==> src/rtl/mrx_ctrl_hop_rx.sv <==
`default_nettype none
//============================================================================
// Module   : mrx_ctrl_hop_rx
// Desc     : Frequency-hopping RX controller (NCO phase, settle, symbol sums).
//            MRX_GPIO_SYNC_EN: hold IDLE until the first frame-sync edge.
// Revision : 1.0
//============================================================================
module mrx_ctrl_hop_rx #(
    parameter int DATA_WIDTH  = 16,
    parameter int PHASE_WIDTH = 24,
    parameter int NSIG        = 8192,
    parameter int NSYMB       = 16,
    parameter int NUM_HOPS    = 4,
    parameter int BASE_PH_INC = 4096,
    parameter int HOP_PH_STEP = 8192,
    parameter int NSETTLE     = 64,
    parameter int ACC_WIDTH   = 32
) (
    input  logic                          clk,
    input  logic                          reset_n,
    input  logic signed [DATA_WIDTH-1:0]  irx,
    input  logic signed [DATA_WIDTH-1:0]  qrx,
    input  logic                          rx_valid,
    input  logic [11:0]                   fp_gpio_in,
    output logic [11:0]                   fp_gpio_out,
    output logic [11:0]                   fp_gpio_ddr,
    output logic [PHASE_WIDTH-1:0]        rx_ph,
    output logic [PHASE_WIDTH-1:0]        hop_ph_inc,
    output logic [7:0]                    nhop,
    output logic [15:0]                   symbN,
    output logic [PHASE_WIDTH-1:0]        sigN,
    output logic signed [ACC_WIDTH-1:0]   sym_i,
    output logic signed [ACC_WIDTH-1:0]   sym_q,
    output logic                          sym_valid,
    input  logic                          sym_ready,
    output logic                          hop_done,
    output logic                          frame_done,
    output logic                          overflow,
    output logic [1:0]                    rx_state
);

    typedef enum logic [1:0] {
        ST_IDLE   = 2'd0,
        ST_SETTLE = 2'd1,
        ST_INTEG  = 2'd2
    } state_t;

    localparam int c_SETTLE_W = (NSETTLE > 1) ? $clog2(NSETTLE) : 1;

    state_t                        r_state;
    logic [PHASE_WIDTH-1:0]        r_rx_ph;
    logic [7:0]                    r_nhop;
    logic [15:0]                   r_symb;
    logic [PHASE_WIDTH-1:0]        r_sig;
    logic [c_SETTLE_W-1:0]         r_settle;
    logic signed [ACC_WIDTH-1:0]   r_acc_i;
    logic signed [ACC_WIDTH-1:0]   r_acc_q;
    logic signed [ACC_WIDTH-1:0]   r_sym_i;
    logic signed [ACC_WIDTH-1:0]   r_sym_q;
    logic                          r_sym_valid;
    logic                          r_hop_done;
    logic                          r_frame_done;
    logic                          r_overflow;

    logic                          w_sync_rise;
    logic                          w_auto_start;
    logic                          w_unused_gpio;
    logic [PHASE_WIDTH-1:0]        w_hop_ph_inc;
    logic signed [ACC_WIDTH-1:0]   w_i_ext;
    logic signed [ACC_WIDTH-1:0]   w_q_ext;
    logic signed [ACC_WIDTH-1:0]   w_sum_i;
    logic signed [ACC_WIDTH-1:0]   w_sum_q;
    logic                          w_last_sig;
    logic                          w_last_symb;
    logic                          w_last_hop;
    logic                          w_settle_done;
    logic                          w_new_result;

`ifdef MRX_GPIO_SYNC_EN
    // Two flops for metastability, third flop for rising-edge detection
    logic [2:0] r_sync;

    always_ff @(posedge clk or negedge reset_n) begin
        if (!reset_n) begin
            r_sync <= 3'b000;
        end else begin
            r_sync <= {r_sync[1:0], fp_gpio_in[0]};
        end
    end

    assign w_sync_rise  = r_sync[1] & ~r_sync[2];
    assign w_auto_start = 1'b0;
`else
    assign w_sync_rise  = 1'b0;
    assign w_auto_start = 1'b1;
`endif

    assign w_unused_gpio = ^fp_gpio_in;

    assign w_hop_ph_inc = PHASE_WIDTH'(BASE_PH_INC)
                        + PHASE_WIDTH'(r_nhop) * PHASE_WIDTH'(HOP_PH_STEP);

    assign w_i_ext = ACC_WIDTH'(irx);
    assign w_q_ext = ACC_WIDTH'(qrx);
    assign w_sum_i = r_acc_i + w_i_ext;
    assign w_sum_q = r_acc_q + w_q_ext;

    assign w_last_sig    = (r_sig == PHASE_WIDTH'(NSIG - 1));
    assign w_last_symb   = (r_symb == 16'(NSYMB - 1));
    assign w_last_hop    = (r_nhop == 8'(NUM_HOPS - 1));
    assign w_settle_done = (r_settle == c_SETTLE_W'(NSETTLE - 1));
    assign w_new_result  = (r_state == ST_INTEG) && rx_valid && w_last_sig && !w_sync_rise;

    always_ff @(posedge clk or negedge reset_n) begin
        if (!reset_n) begin
            r_state      <= ST_IDLE;
            r_rx_ph      <= '0;
            r_nhop       <= '0;
            r_symb       <= '0;
            r_sig        <= '0;
            r_settle     <= '0;
            r_acc_i      <= '0;
            r_acc_q      <= '0;
            r_sym_i      <= '0;
            r_sym_q      <= '0;
            r_sym_valid  <= 1'b0;
            r_hop_done   <= 1'b0;
            r_frame_done <= 1'b0;
            r_overflow   <= 1'b0;
        end else begin
            r_hop_done   <= 1'b0;
            r_frame_done <= 1'b0;

            // A fresh result always wins; an unaccepted one it replaces is lost
            if (w_new_result) begin
                r_sym_i     <= w_sum_i;
                r_sym_q     <= w_sum_q;
                r_sym_valid <= 1'b1;
                if (r_sym_valid && !sym_ready) begin
                    r_overflow <= 1'b1;
                end
            end else if (r_sym_valid && sym_ready) begin
                r_sym_valid <= 1'b0;
            end

            if (w_sync_rise) begin
                r_state  <= ST_SETTLE;
                r_nhop   <= '0;
                r_symb   <= '0;
                r_sig    <= '0;
                r_settle <= '0;
                r_rx_ph  <= '0;
                r_acc_i  <= '0;
                r_acc_q  <= '0;
            end else begin
                case (r_state)
                    ST_IDLE: begin
                        if (w_auto_start) begin
                            r_state  <= ST_SETTLE;
                            r_settle <= '0;
                        end
                    end
                    ST_SETTLE: begin
                        if (rx_valid) begin
                            r_rx_ph <= r_rx_ph + w_hop_ph_inc;
                            if (w_settle_done) begin
                                r_state  <= ST_INTEG;
                                r_settle <= '0;
                                r_sig    <= '0;
                                r_acc_i  <= '0;
                                r_acc_q  <= '0;
                            end else begin
                                r_settle <= r_settle + c_SETTLE_W'(1);
                            end
                        end
                    end
                    ST_INTEG: begin
                        if (rx_valid) begin
                            if (w_last_sig) begin
                                r_sig   <= '0;
                                r_acc_i <= '0;
                                r_acc_q <= '0;
                                if (w_last_symb) begin
                                    // Hop boundary: retune and settle again
                                    r_symb     <= '0;
                                    r_rx_ph    <= '0;
                                    r_hop_done <= 1'b1;
                                    r_state    <= ST_SETTLE;
                                    r_settle   <= '0;
                                    if (w_last_hop) begin
                                        r_nhop       <= '0;
                                        r_frame_done <= 1'b1;
                                    end else begin
                                        r_nhop <= r_nhop + 8'd1;
                                    end
                                end else begin
                                    r_symb  <= r_symb + 16'd1;
                                    r_rx_ph <= r_rx_ph + w_hop_ph_inc;
                                end
                            end else begin
                                r_sig   <= r_sig + PHASE_WIDTH'(1);
                                r_acc_i <= w_sum_i;
                                r_acc_q <= w_sum_q;
                                r_rx_ph <= r_rx_ph + w_hop_ph_inc;
                            end
                        end
                    end
                    default: r_state <= ST_IDLE;
                endcase
            end
        end
    end

    assign rx_state    = r_state;
    assign rx_ph       = r_rx_ph;
    assign hop_ph_inc  = w_hop_ph_inc;
    assign nhop        = r_nhop;
    assign symbN       = r_symb;
    assign sigN        = r_sig;
    assign sym_i       = r_sym_i;
    assign sym_q       = r_sym_q;
    assign sym_valid   = r_sym_valid;
    assign hop_done    = r_hop_done;
    assign frame_done  = r_frame_done;
    assign overflow    = r_overflow;
    assign fp_gpio_ddr = 12'h000;
    assign fp_gpio_out = {9'b0, r_overflow, r_sym_valid, (r_state != ST_IDLE)};

endmodule
`default_nettype wire

==> config.mk <==
export PLATFORM = sky130hd
export DESIGN_NAME = mrx_ctrl_hop_rx
export DESIGN_NICKNAME = d
export VERILOG_FILES = /design/src/rtl/mrx_ctrl_hop_rx.sv
export SDC_FILE = /design/constraint.sdc
export NUM_CORES = 1
export LEC_CHECK = 0
export ABC_AREA = 0
export BUFFER_PORTS_ARGS = -buffer_cell sky130_fd_sc_hd__clkbuf_2
export CORE_ASPECT_RATIO = 1.25
export CORE_MARGIN = 5
export CORE_UTILIZATION = 40
export CTS_CLUSTER_DIAMETER = 40
export CTS_CLUSTER_SIZE = 30
export DETAILED_ROUTE_END_ITERATION = 8
export SLEW_MARGIN = 20
export SYNTH_ARGS = -nofsm -noshare
export SYNTH_HDL_FRONTEND = slang
export SYNTH_SLANG_ARGS = --single-unit
==> constraint.sdc <==
create_clock -name clk -period 3.7 [get_ports clk]
set_clock_uncertainty 0.2 [all_clocks]
set_input_delay 0.74 -clock clk [delete_from_list [all_inputs] [get_ports clk]]
set_output_delay 0.74 -clock clk [all_outputs]
set_load 0.1 [all_outputs]
Yosys cells after proc, flatten, opt, wreduce, memory -nomap -nowiden
Index checks and enable logic that the tools add are counted.
Storage, ports and cells
  input bits: 48
  bits in registers: 212
  output and inout port bits: 190
Operators by class
  reductions and logical operators: 17
  equality and inequality tests: 11
  mux-type cells: 43
  $add $sub $neg: 8
Operator list (number)
  24-bit 2-to-1 mux: 8
  32-bit 2-to-1 mux: 6
  32-bit case mux with 2 select lines: 2
  24-bit case mux with 2 select lines: 2
  32-bit by 16-bit adder with 32-bit output: 2
  6-bit 2-to-1 mux: 5
  24-bit by 1-bit adder with 24-bit output (second input constant): 1
  24-bit by 22-bit adder with 24-bit output: 1
  24-bit by 13-bit == test with 1-bit output (second input constant): 1
  13-bit by 21-bit adder with 22-bit output (first input constant): 1
  6-bit case mux with 3 select lines: 1
  16-bit by 1-bit adder with 16-bit output (second input constant): 1
  16-bit by 4-bit == test with 1-bit output (second input constant): 1
  16-bit 2-to-1 mux: 1
  1-bit 2-to-1 mux: 11
  2-bit 2-to-1 mux: 5
  2-bit inequality test (second input constant): 5
  5-bit AND reduction: 2
  8-bit by 1-bit adder with 8-bit output (second input constant): 1
  8-bit by 2-bit == test with 1-bit output (second input constant): 1
  8-bit 2-to-1 mux: 1
  4-bit AND reduction: 2
  6-bit by 1-bit adder with 6-bit output (second input constant): 1
  6-bit == test (second input constant): 1
  10 further kinds: 16

Longest topological paths before layout
  depth in word-level cells: 6
  mapped depth: 11
  mapped depth without buffers: 11

Worst setup path before layout
OpenSTA, ideal clock, no wires.
  path type: register to register
  start: register r_sig[0] (netlist: sigN[0])
  end: register r_symb[15] (netlist: symbN[15])
  slack: 348 ps
  period minus slack after synthesis: 3352 ps
  arrival: 2994 ps
  required time: 3342 ps
  cell stages (with the launch flop): 11
  cells stage by stage: dfrtp_1 ha_1 nand2_1 nor3_1 and3_1 nand3_2 nor2_2 nand4_2 nor2_1 nand4_1 xnor2_1
Between the ends
  cells in the longest elaborated chain, start to end: 2
RTL lines
  start, declared: RTL line 54  | logic [PHASE_WIDTH-1:0] r_sig;
  start signal, assigned: RTL line 201  | r_sig <= r_sig + PHASE_WIDTH'(1);
  24-bit by 13-bit == test with 1-bit output: RTL line 108  | assign w_last_sig = (r_sig == PHASE_WIDTH'(NSIG - 1));
  3-bit AND reduction (no source line)
  end signal, assigned: RTL line 197  | r_symb <= r_symb + 16'd1;
  end, declared: RTL line 53  | logic [15:0] r_symb;
Every way passes these cells.
A chain may end at the register's enable or synchronous reset.

Final worst setup path
  start: register r_acc_q[0]
  end: register r_sym_q[30] (netlist: sym_q[30])
Between the ends
  cells in the longest elaborated chain, start to end: 1
RTL lines
  start, declared: RTL line 57  | logic signed [ACC_WIDTH-1:0] r_acc_q;
  start signal, assigned: RTL line 203  | r_acc_q <= w_sum_q;
  32-bit by 16-bit adder with 32-bit output: RTL line 106  | assign w_sum_q = r_acc_q + w_q_ext;
  end signal, assigned: RTL line 137  | r_sym_q <= w_sum_q;
  end, declared: RTL line 59  | logic signed [ACC_WIDTH-1:0] r_sym_q;
Every way passes these cells.

==> results.txt <==
----------------------------------------------------
[Run status]
  Outcome ... finished clean

[Synthesis]
  Most area-consuming cells after synthesis ... dfrtp_1, nand2_1, ha_1
  Post-synth EDFFs ... 0
  Top cell type's share of synthesized area ... 0.415
  Post-synthesis instance area ... 12100 um2
  Main synth FF type ... dfrtp_1
  Post-synthesis sequential area ratio ... 0.415
  Synth Instances ... 1347
  Synth cell count leaders ... nand2_1, dfrtp_1, o21ai_0
  Count leader, synth ... nand2_1
  Seq cells post-synth ... 200
  Post-Syn Area per Cell ... 8.95 um2
  Cell type with the highest aggregate area in the netlist ... dfrtp_1
  YS warnings ... 0
  Synth cell types ... 76
  Share of flip-flops with an asynchronous set or reset after synthesis ... 1.00

[Global routing]
  Gr ovfl total ... 0
  First-pass GRT wire length ... 51100 um
  Overall track demand over capacity in global routing ... 0.188
  Initial antenna violation count ... 0
  Pin count of the biggest net entering global routing ... 74
  Vias in the first global route ... 10135

[Timing]
  Post-route setup TNS ... 0 ns
  Fin Hold WS ... 0.0973 ns
  Pins over their slew limit ... 0
  Period utilisation layout ... 0.890
  Total setup violations reported at the end of the flow ... 0
  Headroom to the max-slew limit ... 0.486
  Setup repair after global routing missed its margin ... false
  Slew at the pin closest to its max-slew limit ... 0.771 ns
  Tmin final ... 3.29 ns
  Upper clock frequency limit ... 304 MHz
  Final Hold Fails ... 0

[Worst setup path]
  Count of buffering cells on the critical path with inverters included ... 1
  Type of destination of the critical path ... register
  Critical Path AT ... 3.42 ns
  Type of the worst setup path ... register to register
  Cells along the critical path ... ha_1, fa_1, a21oi_1, o21a_1, o21ai_1, a21bo_2, a211o_1, a21oi_1, buf_4, o41ai_1, xor2_1, mux2_2
  CP most frequent cell ... a21oi_1
  CP delay by family, top ... compound AO/OA/AOI/OAI gates
  Highest-delay cell along the critical path ... fa_1
  CP required ... 3.83 ns
  Critical Path Start Type ... register
  Maximum fanout along the worst path ... 2
  Max stage delay on crit path ... 0.42 ns

[Hold path]
  Hold crit path type ... primary input to asynchronous set/reset pin

[Placement]
  Buffers added on ports ... 176
  Number of cells after detailed placement ... 1907
  Placed wire-length estimate ... 23100 um
  Weighted congestion at the end of routability-driven global placement ... 0.900

[CTS]
  Clock network latency to the later pin of the worst-skew pair ... 0.44 ns
  CTS H-Tree Depth ... 4
  Maximum clock path buffer count ... 2
  Number of hold-repair buffers added at the cts stage ... 0
  Clock tree from TritonCTS ... done
  Number of clock buffers inserted by TritonCTS ... 17
  Sinks on Clock Net ... 200
  Setup Buffers After CTS ... 0
  Post-cts resize count ... 0
  Clock Pin Slew Worst Setup and Hold Paths ... 0.08 ns
  Clk root buf ... clkbuf_16

[Drt]
  Detailed-route wire length per cell ... 16.1 um
  Routed WL ... 31200 um
  Vias per cell ... 5.19
  Antenna-violating nets left ... 0
  DRC violations left ... 0
  Number of search-and-repair iterations in the first detailed-routing pass ... 5
  Number of DRC markers in iteration 0 ... 551
  Total number of vias ... 10073

[Pwr]
  Power share of the clock group ... 0.258
  Sequential share of power ... 0.347
  Net switching power of the design ... 0.00323 W
  Worst ir drop on vdd ... 624 uV
  Internal power contribution ... 0.00424 W
  Leak ... 7.05 nW
  Power share of the combinational group ... 0.396
  Sw Share ... 0.433
  Power per cell area ... 537 nW/um2

[Finish]
  # nets final ... 1650
  Fraction of final layout cells sized beyond drive strength 1 ... 0.185
  Ant diodes ... 0
  Final core utilization ... 0.464
  Number of fillers in the final layout ... 2918
  Area growth syn-to-layout ... 15.4%
  Non-filler instance count after layout ... 1939

[Run]
  Max-cap violation count ... 0

[Floorplanning]
  Rows ... 71
  Die area ... 33700 um2
  Core Footprint ... 29900 um2
  Initial Util ... 0.403
  Top-Level Pins ... 238
  Width of the chip ... 165 um
  DIE HEIGHT ... 204 um

----------------------------------------------------
layout make-up:
cell class              instances  area, um2  share of cell area
clock buffers                  19        443              0.0319
clock inverters                13        148              0.0106
inverters                      24       90.1             0.00648
multi-input cells            1065       6510               0.468
flip-flops and latches        200       5000               0.360
well taps                     401        502              0.0361
repair buffers                217       1210              0.0870
cell usage in the layout, fill, tap and decap left out, drive strengths merged, types with 22 or more instances in the layout:
cell type,netlist,layout
nand2,249,249
dfrtp,200,200
clkbuf,33,195
o21ai,151,151
nor2,79,79
ha,74,74
a21oi,73,73
xnor2,57,57
conb,2,49
nand3,48,48
buf,72,41
xor2,38,38
a21o,35,35
inv,24,35
nor3,23,23
o31ai,22,22
path summary, 6_finish.rpt:
path	cells after the start	endpoint	from	slack (ns)
worst max-delay path	12	sym_q[30]	r_acc_q[0]	0.41
worst min-delay path	1	symbN[12]	reset_n	0.1
worst max register to register	12	sym_q[30]	r_acc_q[0]	0.41
worst min register to register	2	sym_i[7]	sym_i[7]	0.27
max in group asynchronous	2	r_settle[4]	reset_n	2.39
min in group clk	2	sym_i[7]	sym_i[7]	0.27
logic make-up after synthesis:
group / count (synthesis) / share of synthesized area
buffers and inverters: 129 / 0.0607
AND/OR/NAND/NOR: 469 / 0.174
AO/OA/AOI/OAI: 369 / 0.193
multiplexers: 6 / 0.00550
other: 2 / 0.000623
adder cells (fa/ha/maj): 77 / 0.0818
XOR/XNOR: 95 / 0.0690
flip-flops: 200 / 0.415
metrics by stage:
step / cell area [um2] / setup slack [ns] / total power [W]
final: 13900 / 0.406 / 0.00747
after global routing: 13900 / 0.282 / 0.00795
after CTS: 13900 / 0.460 / 0.00755
after detailed placement: 13300 / 0.0253 / 0.00559
after global placement: 13300 / 0.0355 / 0.00555
after floorplan: 12200 / 0.348 / 0.00493
per-layer routing:
layer	GRT usage	wire length, um	vias to the layer above
li1	-	-	4992
met2	0.322	15100	228
met1	0.241	13800	4806
met5	0	0	-
met4	0.0577	726	0
met3	0.0323	1590	47
flip-flops by register name, indices dropped and copies added (netlist names):
| signal | cells |
|---|---|
| nhop | 8 |
| r_acc_i | 32 |
| sym_q | 32 |
| hop_done | 1 |
| sym_i | 32 |
| rx_state | 2 |
| symbN | 16 |
| rx_ph | 12 |
| r_acc_q | 32 |
| sigN | 24 |
| sym_valid | 1 |
| r_settle | 6 |
| frame_done | 1 |
| overflow | 1 |
power groups by stage:
stage / clock network [W] / logic (W) / registers (W)
finish: 0.00193 / 0.00296 / 0.00259
global route: 0.00208 / 0.00324 / 0.00262
CTS: 0.00199 / 0.00297 / 0.00259
detailed placement: 0 / 0.00296 / 0.00263
global placement: 0 / 0.00293 / 0.00262
floorplan: 0 / 0.00182 / 0.00311
Power figures use the tool's default switching activity.
